[config.mk]
export PLATFORM = sky130hd
export DESIGN_NAME = axis_pack_ratio
export DESIGN_NICKNAME = d
export VERILOG_FILES = /design/src/rtl/axis_pack_ratio.sv
export SDC_FILE = /design/constraint.sdc
export NUM_CORES = 1
export LEC_CHECK = 0
export ABC_AREA = 1
export BUFFER_PORTS_ARGS = -buffer_cell sky130_fd_sc_hd__buf_2
export CAP_MARGIN = 20
export CORE_MARGIN = 2
export CORE_UTILIZATION = 50
export CTS_CLUSTER_DIAMETER = 60
export DETAILED_ROUTE_END_ITERATION = 12
export GPL_TIMING_DRIVEN = 0
export PLACE_DENSITY = 0.82
export SYNTH_ARGS = -nofsm -noshare
export SYNTH_HDL_FRONTEND = slang
export SYNTH_SLANG_ARGS = --single-unit
[constraint.sdc]
create_clock -name clk -period 3.1 [get_ports clk]
set_input_delay 0.155 -clock clk [delete_from_list [all_inputs] [get_ports clk]]
set_output_delay 0.155 -clock clk [all_outputs]
set_load 0.01 [all_outputs]
[src/rtl/axis_pack_ratio.sv]
// axis_pack_ratio: S_BYTES-to-M_BYTES AXI4-Stream down-converter with run-time endian select.
// Define PACK_LEN_CHECK_EN to enforce FRAME_BEATS per frame with err_short/err_long reporting.
module axis_pack_ratio #(
    parameter int S_BYTES     = 2,
    parameter int M_BYTES     = 1,
    parameter int FRAME_BEATS = 512
) (
    input  logic                 clk,
    input  logic                 rst,
    input  logic                 cfg_big_endian,
    input  logic                 s_valid,
    output logic                 s_ready,
    input  logic [8*S_BYTES-1:0] s_data,
    input  logic                 s_last,
    input  logic                 s_user,
    output logic                 m_axis_tvalid,
    input  logic                 m_axis_tready,
    output logic [8*M_BYTES-1:0] m_axis_tdata,
    output logic                 m_axis_tlast,
    output logic                 m_axis_tuser,
    output logic                 err_short,
    output logic                 err_long
);
    localparam int RATIO = S_BYTES / M_BYTES;
    localparam int MW = 8 * M_BYTES;
    localparam int SW = 8 * S_BYTES;
    localparam int IW = RATIO > 1 ? $clog2(RATIO) : 1;
    localparam logic [IW-1:0] LAST_IDX = IW'(RATIO - 1);

    typedef enum logic [1:0] {IDLE, ACTIVE, DRAIN} state_t;
    state_t state;
    logic [SW-1:0] hold;
    logic [IW-1:0] slice_idx;
    logic big_q, word_last;
    logic hs, fin, stop, step, start, load, at_max, next_max;

    function automatic logic [MW-1:0] pick(input logic [SW-1:0] w, input logic [IW-1:0] k, input logic big);
        logic [IW-1:0] idx;
        idx = big ? LAST_IDX - k : k;
        return w[MW*idx +: MW];
    endfunction

`ifdef PACK_LEN_CHECK_EN
    localparam int BW = $clog2(FRAME_BEATS + 1);
    localparam bit CHK = 1'b1;
    // beat_cnt tracks the frame index of the beat currently presented
    logic [BW-1:0] beat_cnt;
    always_ff @(posedge clk)
        if (rst || start) beat_cnt <= '0;
        else if (step || load) beat_cnt <= beat_cnt + 1'b1;
    assign at_max   = beat_cnt == BW'(FRAME_BEATS - 1);
    assign next_max = beat_cnt == BW'(FRAME_BEATS - 2);
`else
    localparam bit CHK = 1'b0;
    assign at_max   = 1'b0;
    assign next_max = 1'b0;
`endif
    localparam bit FIRST_MAX = CHK && FRAME_BEATS == 1;

    assign hs    = m_axis_tvalid && m_axis_tready;
    assign fin   = word_last && slice_idx == LAST_IDX;
    assign stop  = hs && m_axis_tlast;
    assign step  = hs && !m_axis_tlast && slice_idx != LAST_IDX;
    assign start = state == IDLE && s_valid && s_user;
    assign load  = state == ACTIVE && s_valid && s_ready;
    // a new word is taken when the output is empty or its final slice leaves this cycle
    assign s_ready = rst ? 1'b0 : state != ACTIVE ? 1'b1 :
                     !m_axis_tvalid || (slice_idx == LAST_IDX && m_axis_tready && !m_axis_tlast);

    always_ff @(posedge clk) begin
        if (rst) begin
            state         <= IDLE;
            hold          <= '0;
            slice_idx     <= '0;
            big_q         <= 1'b0;
            word_last     <= 1'b0;
            m_axis_tvalid <= 1'b0;
            m_axis_tdata  <= '0;
            m_axis_tlast  <= 1'b0;
            m_axis_tuser  <= 1'b0;
            err_short     <= 1'b0;
            err_long      <= 1'b0;
        end else begin
            err_short <= 1'b0;
            err_long  <= 1'b0;
            case (state)
                IDLE: if (start) begin
                    state         <= ACTIVE;
                    hold          <= s_data;
                    word_last     <= s_last;
                    big_q         <= cfg_big_endian;
                    slice_idx     <= '0;
                    m_axis_tvalid <= 1'b1;
                    m_axis_tdata  <= pick(s_data, IW'(0), cfg_big_endian);
                    m_axis_tuser  <= 1'b1;
                    m_axis_tlast  <= (LAST_IDX == IW'(0) && s_last) || FIRST_MAX;
                end
                ACTIVE: if (stop) begin
                    state         <= at_max && !fin ? DRAIN : IDLE;
                    err_short     <= CHK && fin && !at_max;
                    err_long      <= at_max && !fin;
                    m_axis_tvalid <= 1'b0;
                    m_axis_tlast  <= 1'b0;
                    m_axis_tuser  <= 1'b0;
                end else if (step) begin
                    slice_idx    <= slice_idx + 1'b1;
                    m_axis_tdata <= pick(hold, slice_idx + 1'b1, big_q);
                    m_axis_tuser <= 1'b0;
                    m_axis_tlast <= (word_last && slice_idx + 1'b1 == LAST_IDX) || next_max;
                end else if (load) begin
                    hold          <= s_data;
                    word_last     <= s_last;
                    slice_idx     <= '0;
                    m_axis_tvalid <= 1'b1;
                    m_axis_tdata  <= pick(s_data, IW'(0), big_q);
                    m_axis_tuser  <= 1'b0;
                    m_axis_tlast  <= (LAST_IDX == IW'(0) && s_last) || next_max;
                end else if (hs) begin
                    m_axis_tvalid <= 1'b0;
                    m_axis_tuser  <= 1'b0;
                end
                DRAIN: if (s_valid && s_last) state <= IDLE;
                default: state <= IDLE;
            endcase
        end
    end
endmodule
======== Word-level counts from Yosys, hierarchy flattened ========
Index checks and enable logic that the tools add are counted.
storage, ports and cells
  register bits after elaboration ......... 32
  latch bits .............................. 0
  RAM bits ................................ 0
  bits in read-only memories .............. 0
  input bits .............................. 23
  memories ................................ 0
cells by class
  add/subtract/negate cells ............... 2
  $mul .................................... 0
  div/mod/pow operators ................... 0
  $lt $le $gt $ge ......................... 0
  equality and inequality tests ........... 14
  shift-type cells ........................ 3
  multiplexer cells ....................... 42
  bitwise operators ....................... 1
  reductions and logical operators ........ 24
operator list
  kind                  number
  $mux W16              4
  $shiftx A16 B5 Y8     3
  $mux W8               4
  $pmux W16 S2          1
  $mux W1               23
  $pmux W8 S2           1
  $logic_and A1 B1 Y1   12
  $ne A2 B2 Y1 const B  6
  $pmux W1 S2           5
  $reduce_and A3 Y1     3
  $ne A4 B4 Y1 const B  2
  $reduce_and A4 Y1     2
  $mux W2               3
  $ne A3 B3 Y1 const B  2
  $pmux W2 S3           1
  $ne A5 B5 Y1 const B  1
  $reduce_and A5 Y1     1
  $eq A2 B1 Y1 const B  1
  $eq A2 B2 Y1 const B  1
  $logic_not A1 Y1      2
  $logic_not A2 Y1      1
  $ne A2 B1 Y1 const B  1
  $reduce_and A2 Y1     1
  $reduce_bool A2 Y1    1
  other kinds (4)       4

======== Depth between registers and ports, before layout ========
Gate-level depths: netlist of run 1.
  depth after elaboration ................. 10
  gate-level depth with buffers ........... 11
  mapped depth without buffers ............ 10

======== Worst setup path before layout of run 1 ========
OpenSTA, ideal clock, no wires.
  path type ............................... flip-flop to flip-flop
  start ................................... register m_axis_tvalid
  end ..................................... register m_axis_tdata[0]
  setup time .............................. 113 ps
  arrival time ............................ 1211 ps
  required time ........................... 2987 ps
  path slack .............................. 1776 ps
  stages on the path, launching flop included .. 11
  cells stage by stage .................... dfxtp_1 -> nand2_1 -> inv_1 -> nand2_1 -> nand2_1 -> inv_2 -> nand2_2 -> nand2_4 -> buf_6 -> nor2_1 -> nor2_1
on the way
  word-level cells in the longest chain between the ends .. 7
  elaborated cells between the ends (all ways) .. 15
RTL lines
  element                      line  RTL
  from (decl)                  16    output logic m_axis_tvalid,
  from (signal assigned)       77    m_axis_tvalid <= 1'b0;
  from (signal assigned)       93    m_axis_tvalid <= 1'b1;
  from (signal assigned)       102   m_axis_tvalid <= 1'b0;
  $logic_not A1 Y1             68    !m_axis_tvalid || (slice_idx == LAST_IDX && m_axis_tready && !m_axis_tlast);
  $logic_or A1 B1 Y1           68
  $mux W1 (2 in a row)         67    assign s_ready = rst ? 1'b0 : state != ACTIVE ? 1'b1 :
  $logic_and A1 B1 Y1          65    assign load = state == ACTIVE && s_valid && s_ready;
  $ne A3 B3 Y1 (no line)       --
  $reduce_and A4 Y1 (no line)  --
  to (signal assigned)         94    m_axis_tdata <= pick(s_data, IW'(0), cfg_big_endian);
  to (signal assigned)         107   m_axis_tdata <= pick(hold, slice_idx + 1'b1, big_q);
  to (signal assigned)         115   m_axis_tdata <= pick(s_data, IW'(0), big_q);
  to (decl)                    18    output logic [8*M_BYTES-1:0] m_axis_tdata,
Parallel ways exist; a longest one is shown, timed or not. The select of a mux whose other input is x is not followed.
A chain may end at the register's enable or synchronous reset.

======== Final worst setup path of run 1 ========
  start ................................... register state[0]
  end ..................................... register hold[12]
on the way
  word-level cells in the longest chain between the ends .. 6
  elaborated cells between the ends (all ways) .. 16
RTL lines
  element                      line  RTL
  from (decl)                  31    state_t state;
  from (signal assigned)       99    state <= at_max && !fin ? DRAIN : IDLE;
  $ne A2 B1 Y1                 67
  $mux W1 (2 in a row)         67
  $logic_and A1 B1 Y1          65
  $ne A2 B2 Y1 (no line)       --
  $reduce_and A5 Y1 (no line)  --
  to (signal assigned)         89    hold <= s_data;
  to (signal assigned)         111   hold <= s_data;
  to (decl)                    32    logic [SW-1:0] hold;
Parallel ways exist; a longest one is shown, timed or not.

==> results of run 1 <==
## through the flow
stage | utilization (%) | cells | hold slack (ns) | area (sq um) | worst slack [ns]
5_1_grt | 61.10 | 379 | 0.01380 | 2087 | 1.422
2_1_floorplan | - | 292 | 0.2241 | 1814 | 1.776
6_report | 61.10 | 379 | 0.01249 | 2087 | 1.590
3_3_place_gp | 59.63 | 371 | 0.3652 | 2037 | 1.635
3_5_place_dp | 59.63 | 371 | 0.3784 | 2037 | 1.621
4_1_cts | 61.10 | 379 | 0.01663 | 2087 | 1.603
## kinds of logic (layout without fill, tap and decap cells)
group | after synthesis | after routing | synth area share [%]
simple gates | 155 | 155 | 37.53
buf+inv | 57 | 98 | 14.58
compound gates | 47 | 47 | 13.41
flops | 31 | 31 | 34.28
other cells | 1 | 2 | 0.2071
## synthesized netlist by cell type
library cell	count	area [sq um]
buf_2	1	5.000
inv_1	40	150.1
nor2_4	1	11.26
inv_2	3	11.26
clkbuf_1	5	18.77
o21ai_0	19	95.09
nand2_2	1	6.260
nor2_1	26	97.59
nand3_4	1	17.52
o21ai_2	1	8.760
conb_1	1	3.750
nand2_1	88	330.3
a21oi_1	26	130.1
buf_4	3	22.52
nand2_4	3	33.78
nand3_2	1	10.01
nand3_1	32	160.2
buf_6	5	56.30
dfxtp_1	31	620.6
nand4_1	2	12.51
o2111ai_1	1	8.760
## placed cells by master, fill, tap and decap left out
cell       count
nand2_1       88
inv_1         40
buf_2         34
nand3_1       32
dfxtp_1       31
a21oi_1       26
nor2_1        26
o21ai_0       19
clkbuf_1       7
buf_6          5
clkbuf_4       5
inv_2          3
nand2_4        3
buf_4          3
nand4_1        2
conb_1         2
nand3_4        1
nand3_2        1
o21ai_2        1
nand2_2        1
nor2_4         1
o2111ai_1      1
clkinv_2       1
## worst min-delay path by stage
stage,endpoint,cells past startpoint,start
after global routing,hold[3],2,rst
after detailed placement,hold[3],2,rst
after floorplan,hold[3],1,rst
after global placement,hold[3],2,rst
final,hold[3],2,rst
after CTS,hold[3],2,rst
## state kept, by name (all words and copies together), names as in the netlist
name and count:
slice_idx 1, state 1, m_axis_tlast 1, big_q 1
m_axis_tvalid 1, hold 16, word_last 1, m_axis_tuser 1
m_axis_tdata 8
## layout make-up
class	count	area (sq um)	share of cell area, %
Clock inverter	1	5.005	0.2398
Buffer	14	102.6	4.916
Multi-Input combinational cell	204	929.6	44.54
Tap cell	46	57.56	2.758
Sequential cell	31	620.6	29.74
Clock buffer	7	45.04	2.158
Timing Repair Buffer	33	165.2	7.914
Inverter	43	161.4	7.734
## routing by layer
metal / vias to the layer above / track usage (%)
met2: 77 / 36.59
met1: 821 / 30.53
li1: 992 / -
met5: - / 0
met3: 9 / 5.106
met4: 0 / 9.574
## power breakdown
part / total [W] / switching (W) / leakage [nW] / internal, W
Sequential: 0.000449 / 0.0000182 / 0.255 / 0.000431
Clock: 0.000229 / 0.000140 / 0.0293 / 0.0000882
Combinational: 0.000240 / 0.000148 / 0.732 / 0.0000918
Total: 0.000917 / 0.000306 / 1.02 / 0.000611
==> impl_metrics.csv, run 1 <==
group,metric,value,unit
outcome,status,"completed",
route,drtIter0Drc,120,
place,dpl.hpwl,3199,microns
clock_tree,path_clk_slew,0.10,ns
route,highest_layer,"met4",
route,vias,1899,
final_layout,fin_nets,355,
logic_synthesis,yosysWarnings,0,
worst_hold_path,hold_class,"primary input to register",
clock_tree,cts_tree,"built",
route,routedLengthMet1,2029,microns
setup_path,cp-endpoint,"hold[12]",
setup_path,slowest_stage,"dfxtp_1",
timing,rsz0062_at_grt,"false",
setup_path,crit_family,"buffers and inverters",
timing,setup_viol,0,
setup_path,reg2regPathDepth,8,
setup_path,critical_path.startpoint_type,"register",
route,wl_per_cell,11.81,microns
route,drtPass1Iterations,4,
setup_path,timing.rr.end,"hold[12]",
clock_tree,clock_sinks,31,
timing,fin_crit,1.510,ns
setup_path,path_depth,8,
floorplanning,die-height,64.18,microns
clock_tree,cts_root_buffer,"clkbuf_4",
timing,slew_headroom,62.92,%
setup_path,cp-end-kind,"register",
clock_tree,numCtsBuffers,5,
setup_path,rrSetupSlack,1.59,ns
route,postRouteAntennaNets,0,
grt,grt-ovfl-total,0,
grt,global_route.usage.total,23.18,%
pwr,cellLeakagePower,1.016,nW
floorplanning,die-width,64.18,microns
logic_synthesis,ys_seq_elements,31,
logic_synthesis,yosysSeqAreaShare,34.28,%
timing,skew,0.009439,ns
floorplanning,dieArea,4118,sq um
setup_path,critical_path_arrival,1.72,ns
grt,antenna_found_initial,0,
job,maxCapViolCount,0,
setup_path,r2r_start,"state[0]",
clock_tree,htree_levels,2,
floorplanning,core_area,3416,sq um
clock_tree,cts_resized,0,
pwr,total_power,0.0009169,W
route,wl_met2,2007,microns
setup_path,crit_path_max_fanout,10,
grt,grt_max_degree,11,
timing,setup-tns-final,0,ns
timing,period_share,48.70,%
floorplanning,fp-row-count,21,
clock_tree,cts_setup_buffers,0,
floorplanning,initial_core_util,53.00,%
floorplanning,pin_count,37,
timing,tightest_slew,0.5562,ns
pwr,ir_drop,0.2687,mV
setup_path,crit_path_max_incr_delay,0.35,ns
setup_path,crit_top_cell,"buf_6",
pwr,p_per_area,439.4,nW/um^2
setup_path,crit_type,"register to register",
logic_synthesis,netlist_area,1810,sq um
setup_path,critPathLaunch,"state[0]",
setup_path,path_buf_inv,3,
route,routed_wl,4475,microns
route,drcViolationCount,0,
logic_synthesis,synth_area_per_cell,6.222,sq um
final_layout,antenna_cells,0,
setup_path,cp_data_required_time,3.31,ns
logic_synthesis,ys_types,21,
grt,grt_pass1_vias,1642,
setup_path,path_cells,"inv_2 -> nand3_2 -> o21ai_2 -> buf_6 -> nand2_4 -> buf_6 -> nand2_1 -> a21oi_1",
route,wl_met3,347,microns
final_layout,nFillCells,357,
final_layout,area_delta_synth_final,15.27,%
place,gp_congestion,0.8765,
logic_synthesis,synthesis.instances,291,
timing,report.final.slew_viol_count,0,
timing,final_hold_viol_count,0,
grt,grt_first_pass_wirelength,7410,microns
clock_tree,insertion_delay,0.34,ns
final_layout,layout-drive-gt1-share,17.72,%
place,io_buffers,33,
timing,timing.fmax,0.6624,GHz
clock_tree,clock_path_buffers,2,
clock_tree,ctsHoldBuffers,0,
route,vias_per_cell,5.011,
(Power assumes the default switching activity.)
==> run 2, diff against run 1 <==
--- a/config.mk
+++ b/config.mk
@@ -5,7 +5,7 @@
 export SDC_FILE = /design/constraint.sdc
 export NUM_CORES = 1
 export LEC_CHECK = 0
-export ABC_AREA = 1
+export ABC_AREA = 0
 export BUFFER_PORTS_ARGS = -buffer_cell sky130_fd_sc_hd__buf_2
 export CAP_MARGIN = 20
 export CORE_MARGIN = 2
==> constraint.sdc (replaced) <==
create_clock -name clk -period 1.5 [get_ports clk]
set_input_delay 0.075 -clock clk [delete_from_list [all_inputs] [get_ports clk]]
set_output_delay 0.075 -clock clk [all_outputs]
set_load 0.01 [all_outputs]
==> run 2 against run 1 <==
  * The run now ends with hold timing, setup timing left
  * Cell area grew 11%
  * Power increased by 140%
  * Die area fell by 5.5%
  * Wire length shrank 3.5%
  * Synthesized area is 5.9% lower
  * First-iteration DRC count down 4.2%
  * Via count down 17%
  * Register-to-register slack got worse by 1.7 ns
  * Sequential power increased by 110%
  * Clock-buffer cell count shrank 1
  * Utilization increased by 9.0 points
  * Largest power group unchanged
==> impl_metrics.csv, run 2 <==
group,metric,value,unit
outcome,status,"complete, but fails checks",
outcome,violations,"hold timing, setup timing",
pwr,switching_share,29.12,%
route,routed_wl,4318,microns
clock_tree,path_clk_slew,0.09,ns
place,gp_congestion,0.8179,
final_layout,largest_reg_flops,16,
logic_synthesis,synth_area_per_cell,9.683,sq um
clock_tree,cts_root_buffer,"clkbuf_4",
setup_path,crit_type,"register to register",
final_layout,layout_common_cells,"buf_2 (34), mux2i_1 (33), dfxtp_1 (26)",
pwr,p_comb_share,28.2,%
worst_hold_path,hold_path_depth,3,
setup_path,r2r_start,"m_axis_tlast",
place,dpl.hpwl,2778,microns
worst_hold_path,hold_class,"primary input to register",
place,place_ws,-0.2593,ns
logic_synthesis,synth.largest_area_cell,"dfxtp_1",
logic_synthesis,synth_area_leaders,"dfxtp_1 (36%), mux2i_1 (20%), nor2_1 (5.9%)",
timing,rsz0062_at_grt,"true",
floorplanning,die-width,62.38,microns
grt,grt_first_pass_wirelength,6693,microns
timing,report.final.slew_viol_count,0,
logic_synthesis,synth-edff-count,0,
clock_tree,cts_tree,"built",
logic_synthesis,synthesis.instances,176,
final_layout,multi_input_area,1071,sq um
floorplanning,dieArea,3891,sq um
timing,worst_slack,-0.1106,ns
floorplanning,die-height,62.38,microns
floorplanning,pin_count,37,
route,drtPass1Iterations,4,
floorplanning,core_area,3311,sq um
pwr,cellLeakagePower,0.9996,nW
clock_tree,insertion_delay,0.34,ns
final_layout,seq_area,639.4,sq um
timing,setup_viol,24,
grt,grt_pass1_vias,1411,
logic_synthesis,yosysSeqAreaShare,36.42,%
floorplanning,initial_core_util,51.47,%
timing,timing.fmax,0.6209,GHz
final_layout,nFillCells,244,
pwr,p_per_area,934.8,nW/um^2
clock_tree,clock_sinks,31,
logic_synthesis,async_reset_ff_share,0,%
route,postRouteAntennaNets,0,
worst_hold_path,hp-start,"s_data[5]",
route,drtIter0Drc,115,
final_layout,area_delta_synth_final,36.20,%
grt,antenna_found_initial,0,
final_layout,layout-drive-gt1-share,36.86,%
grt,global_route.usage.total,22.09,%
setup_path,cp_data_required_time,1.71,ns
setup_path,critPathLaunch,"m_axis_tlast",
setup_path,crit_path_max_fanout,5,
clock_tree,clock_path_buffers,2,
grt,grt_max_degree,11,
logic_synthesis,ys_types,39,
logic_synthesis,synth_top_area_share,36.42,%
worst_hold_path,whs_endpoint,"hold[5]",
pwr,total_power,0.002170,W
logic_synthesis,netlist_area,1704,sq um
setup_path,critical_path.startpoint_type,"register",
route,vias,1580,
pwr,pwr-share-clk,28.9,%
pwr,ir_drop,0.5201,mV
timing,skew,0.004981,ns
final_layout,layout_top_registers,"hold: 16 flops, m_axis_tdata: 8 flops",
final_layout,layout_commonest_cell,"buf_2",
floorplanning,fp-row-count,21,
pwr,switchingPower,0.0006319,W
clock_tree,htree_levels,2,
setup_path,timing.rr.end,"hold[11]",
route,drcViolationCount,0,
pwr,p_int,0.001538,W
setup_path,critical_path_arrival,1.82,ns
timing,fin_crit,1.611,ns
pwr,pwr-share-seq,42.9,%
timing,period_share,107.4,%
route,wl_per_cell,15.31,microns
timing,timing.hold.ws,-0.004098,ns
final_layout,largest-register,"hold",
setup_path,rrSetupSlack,-0.11,ns
place,io_buffers,33,
job,maxCapViolCount,0,
grt,grt-ovfl-total,0,
route,vias_per_cell,5.603,
logic_synthesis,ys_seq_elements,31,
clock_tree,numCtsBuffers,5,
clock_tree,ctsHoldBuffers,8,
logic_synthesis,yosysWarnings,0,
logic_synthesis,yosys-top-cells-count,"mux2i_1 (34), dfxtp_1 (31), nor2_1 (27)",
setup_path,reg2regPathDepth,6,
final_layout,fin_nets,259,
logic_synthesis,ys.flop_type,"dfxtp_1",
setup_path,cp-end-kind,"register",
timing,final_hold_viol_count,1,
final_layout,antenna_cells,0,
logic_synthesis,yosysMostFrequentCell,"mux2i_1",
run 2: cell count changes after synthesis, sizes merged, moves of 6 or more:
cell,delta
a2111oi,+6
a211oi,+7
a21oi,-20
a221o,+6
inv,-41
mux2i,+34
nand2,-85
nand3,-32
nor2b,+7
o21ai,-14
run 2: area by class of cell:
type | count | area share, %
Buffer | 13 | 4.205
Sequential cell | 31 | 27.55
Clock buffer | 6 | 1.779
Tap cell | 46 | 2.480
Clock inverter | 1 | 1.294
Timing Repair Buffer | 53 | 16.23
Inverter | 2 | 0.3234
Multi-Input combinational cell | 130 | 46.15
run 2: power by group through the flow:
stage	clock network [W]	logic, W	registers [W]
5_1_grt	0.000683	0.000657	0.000940
6_report	0.000627	0.000611	0.000931
3_3_place_gp	0	0.000464	0.000951
3_5_place_dp	0	0.000473	0.000954
4_1_cts	0.000641	0.000516	0.000937
2_1_floorplan	0	0.000325	0.000962
run 2: worst max-delay path, stage by stage (launching register included):
cell and delay (ns):
dfxtp_4 0.37, and2b_2 0.27, o211ai_4 0.10, a21oi_4 0.29, clkbuf_16 0.21, mux2i_1 0.18, nor2_1 0.06
run 2: layer usage:
metal | track usage (%) | vias to the layer above | part of all wire (%)
met5 | 0 | - | 0
met4 | 11.67 | 0 | 2.2
met3 | 3.964 | 10 | 5.8
met2 | 35.46 | 58 | 49
met1 | 28.46 | 752 | 43
li1 | - | 760 | -
run 2: worst max-delay path by stage:
stage / endpoint / cells past startpoint
final: hold[11] / 6
after global routing: m_axis_tdata[3] / 6
after CTS: m_axis_tdata[3] / 6
after detailed placement: m_axis_tdata[3] / 6
after global placement: m_axis_tdata[3] / 6
after floorplan: hold[0] / 6
run 2: through the flow:
step / util [%] / setup TNS [ns] / cell area [sq um] / instances
6_report: 70.11 / -1.302 / 2321 / 282
5_1_grt: 70.11 / -3.420 / 2321 / 282
4_1_cts: 65.34 / -0.1119 / 2163 / 274
3_5_place_dp: 58.69 / -3.250 / 1943 / 256
3_3_place_gp: 58.69 / -2.877 / 1943 / 256
2_1_floorplan: - / -0.1279 / 1720 / 177
run 2: what timing repair did:
action                                  in CTS  in global routing
buffers inserted                             4                  7
pin swaps                                    3                  6
endpoints found under the setup margin      26                 27
endpoints found under the hold margin        9                  1
gates cloned                                 0                  1
gates resized for setup                     11                 23
run 2: cells by family after synthesis:
logic type | after synthesis | synth area share, %
AO/OA/AOI/OAI | 38 | 18.80
other | 1 | 0.2201
XOR/XNOR | 1 | 1.615
AND/OR/NAND/NOR | 54 | 16.81
buffers and inverters | 16 | 5.506
flip-flops | 31 | 36.42
multiplexers | 35 | 20.63
==> run 3, diff against run 2 <==
--- a/config.mk
+++ b/config.mk
@@ -6,7 +6,7 @@
 export NUM_CORES = 1
 export LEC_CHECK = 0
 export ABC_AREA = 0
-export BUFFER_PORTS_ARGS = -buffer_cell sky130_fd_sc_hd__buf_2
+export BUFFER_PORTS_ARGS = -buffer_cell sky130_fd_sc_hd__buf_4
 export CAP_MARGIN = 20
 export CORE_MARGIN = 2
 export CORE_UTILIZATION = 50
==> run 3 against run 2 <==
  * The flow still finishes with violations (hold timing, setup timing)
  * Sequential share of layout area up 0.50 points
  * Sequential cell count unchanged
  * Cell count down 1.4%
  * Clock power down 25%
  * Largest power group unchanged
  * Fmax up 4.5%
  * Die area unchanged
  * Cell area down 1.8%
  * Global-route usage down 0.055 points
  * Combinational power down 4.1%
  * Clock skew down 0.00084 ns
  * Power down 8.1%
==> impl_metrics.csv, run 3 (same netlist as run 2, synthesis figures left out) <==
group,metric,value,unit
floorplanning,dieArea,3891,sq um
place,gp_congestion,0.8268,
route,vias_per_cell,5.518,
place,io_buffers,33,
grt,grt_max_degree,11,
clock_tree,clock_sinks,31,
pwr,switching_share,30.91,%
clock_tree,numCtsBuffers,5,
place,dpl.hpwl,2820,microns
clock_tree,insertion_delay,0.33,ns
grt,antenna_found_initial,0,
final_layout,multi_input_area,1036,sq um
setup_path,r2r_start,"slice_idx",
timing,report.final.slew_viol_count,0,
timing,fin_crit,1.541,ns
final_layout,seq_area,639.4,sq um
timing,skew,0.004140,ns
clock_tree,path_clk_slew,0.10,ns
clock_tree,cts_tree,"built",
floorplanning,initial_core_util,51.47,%
setup_path,slowest_stage,"dfxtp_4",
setup_path,timing.rr.end,"m_axis_tdata[3]",
route,wl_per_cell,14.81,microns
timing,worst_slack,-0.04123,ns
setup_path,crit_path_max_incr_delay,0.41,ns
pwr,ir_drop,0.5486,mV
timing,slew_headroom,63.04,%
final_layout,layout-drive-gt1-share,33.62,%
place,dp.cells,256,
final_layout,fin_nets,254,
setup_path,crit_path_max_fanout,10,
place,place_area,2026,sq um
final_layout,design_area,2280,sq um
setup_path,path_buf_inv,1,
route,drtPass1Iterations,4,
timing,tightest_slew,0.5544,ns
final_layout,antenna_cells,0,
floorplanning,die-height,62.38,microns
setup_path,rrSetupSlack,-0.04,ns
worst_hold_path,hold_class,"primary input to register",
timing,period_share,102.7,%
floorplanning,pin_count,37,
pwr,cellLeakagePower,0.9748,nW
outcome,violations,"hold timing, setup timing",
clock_tree,cts_root_buffer,"clkbuf_4",
pwr,pwr-share-clk,23.6,%
route,vias,1534,
final_layout,largest_reg_flops,16,
route,drcViolationCount,0,
timing,rsz0062_at_grt,"true",
setup_path,reg2regPathDepth,6,
setup_path,crit_type,"register to register",
final_layout,layout_commonest_cell,"buf_4",
clock_tree,clock_path_buffers,2,
pwr,p_int,0.001377,W
job,maxCapViolCount,0,
setup_path,critPathLaunch,"slice_idx",
timing,final_hold_viol_count,3,
route,routed_wl,4118,microns
final_layout,layout_common_cells,"buf_4 (43), mux2i_1 (34), nor2_1 (26), dfxtp_1 (26)",
setup_path,cp-end-kind,"register",
grt,grt-ovfl-total,0,
final_layout,area_delta_synth_final,33.77,%
grt,grt_pass1_vias,1416,
pwr,pwr-share-seq,47.0,%
setup_path,critical_path.startpoint_type,"register",
timing,timing.hold.ws,-0.006944,ns
pwr,p_per_area,874.2,nW/um^2
timing,setup_viol,9,
setup_path,crit_family,"simple AND/OR/NAND/NOR gates",
final_layout,layoutNonFillerInstCount,278,
clock_tree,htree_levels,2,
route,drtIter0Drc,63,
setup_path,cp-endpoint,"m_axis_tdata[3]",
timing,timing.fmax,0.6488,GHz
setup_path,critical_path_arrival,1.79,ns
pwr,total_power,0.001993,W
outcome,status,"complete, but fails checks",
final_layout,nFillCells,274,
floorplanning,core_area,3311,sq um
floorplanning,die-width,62.38,microns
setup_path,cp_data_required_time,1.75,ns
grt,global_route.usage.total,22.04,%
setup_path,path_cells,"and4bb_1 -> buf_6 -> or3_1 -> o21ai_1 -> a221oi_2 -> a211oi_1",
setup_path,path_depth,6,
floorplanning,fp-row-count,21,
route,postRouteAntennaNets,0,
grt,grt_first_pass_wirelength,6782,microns
final_layout,largest-register,"hold",
place,place_ws,-0.2807,ns
final_layout,layout_top_registers,"hold: 16 flops, m_axis_tdata: 8 flops",
pwr,p_comb_share,29.4,%
pwr,switchingPower,0.0006159,W
## run 3: layer usage
| layer | GRT usage, % | up-vias | wire length [microns] |
|---|---|---|---|
| li1 | - | 760 | - |
| met1 | 29.19 | 700 | 1788 |
| met2 | 35.46 | 60 | 1896 |
| met3 | 4.324 | 14 | 306 |
| met4 | 8.889 | 0 | 125 |
| met5 | 0 | - | 0 |
## run 3: area by class of cell
type                    count  area share, %
plain buffers              13          4.391
clock buffers               7          1.976
clock inverters             1         0.2195
inverters                   2         0.3293
multi-input cells         130          45.44
flip-flops and latches     31          28.05
well taps                  46          2.525
repair buffers             48          17.07
## run 3: worst min-delay path, stage by stage
cell	delay, ns
buf_4	0.09
mux2i_1	0.06
nor2_1	0.07
## run 3: power groups by stage
stage / Combinational (W) / Clock, W / Sequential (W)
floorplan: 0.000325 / 0 / 0.000962
global placement: 0.000498 / 0 / 0.000952
detailed placement: 0.000506 / 0 / 0.000956
CTS: 0.000547 / 0.000473 / 0.000937
global route: 0.000637 / 0.000521 / 0.000946
finish: 0.000586 / 0.000471 / 0.000936
## run 3: per-stage QoR
stage          util [%]  TNS (ns)
2_1_floorplan         -   -0.1279
3_3_place_gp      61.19    -2.809
3_5_place_dp      61.19    -3.538
4_1_cts           66.63  -0.06421
5_1_grt           68.86    -1.833
6_report          68.86   -0.1083
## run 3: what timing repair did
item / 4_1_cts / 5_1_grt
pin swaps: 5 / 1
setup endpoints to repair: 26 / 27
setup buffers: 5 / 4
hold endpoints to repair: 4 / 1
hold buffers: 4 / 1
cloned: 0 / 1
resized for setup: 17 / 10
## run 3: worst min-delay path by stage
stage,start,endpoint,slack (ns),depth (start not counted)
after CTS,s_data[2],hold[2],0.0009,3
after global routing,s_data[0],hold[0],0.004,3
final,s_data[0],hold[0],-0.007,3
after detailed placement,rst,state[0],0.29,2
after floorplan,rst,state[0],0.15,1
after global placement,rst,state[0],0.29,2
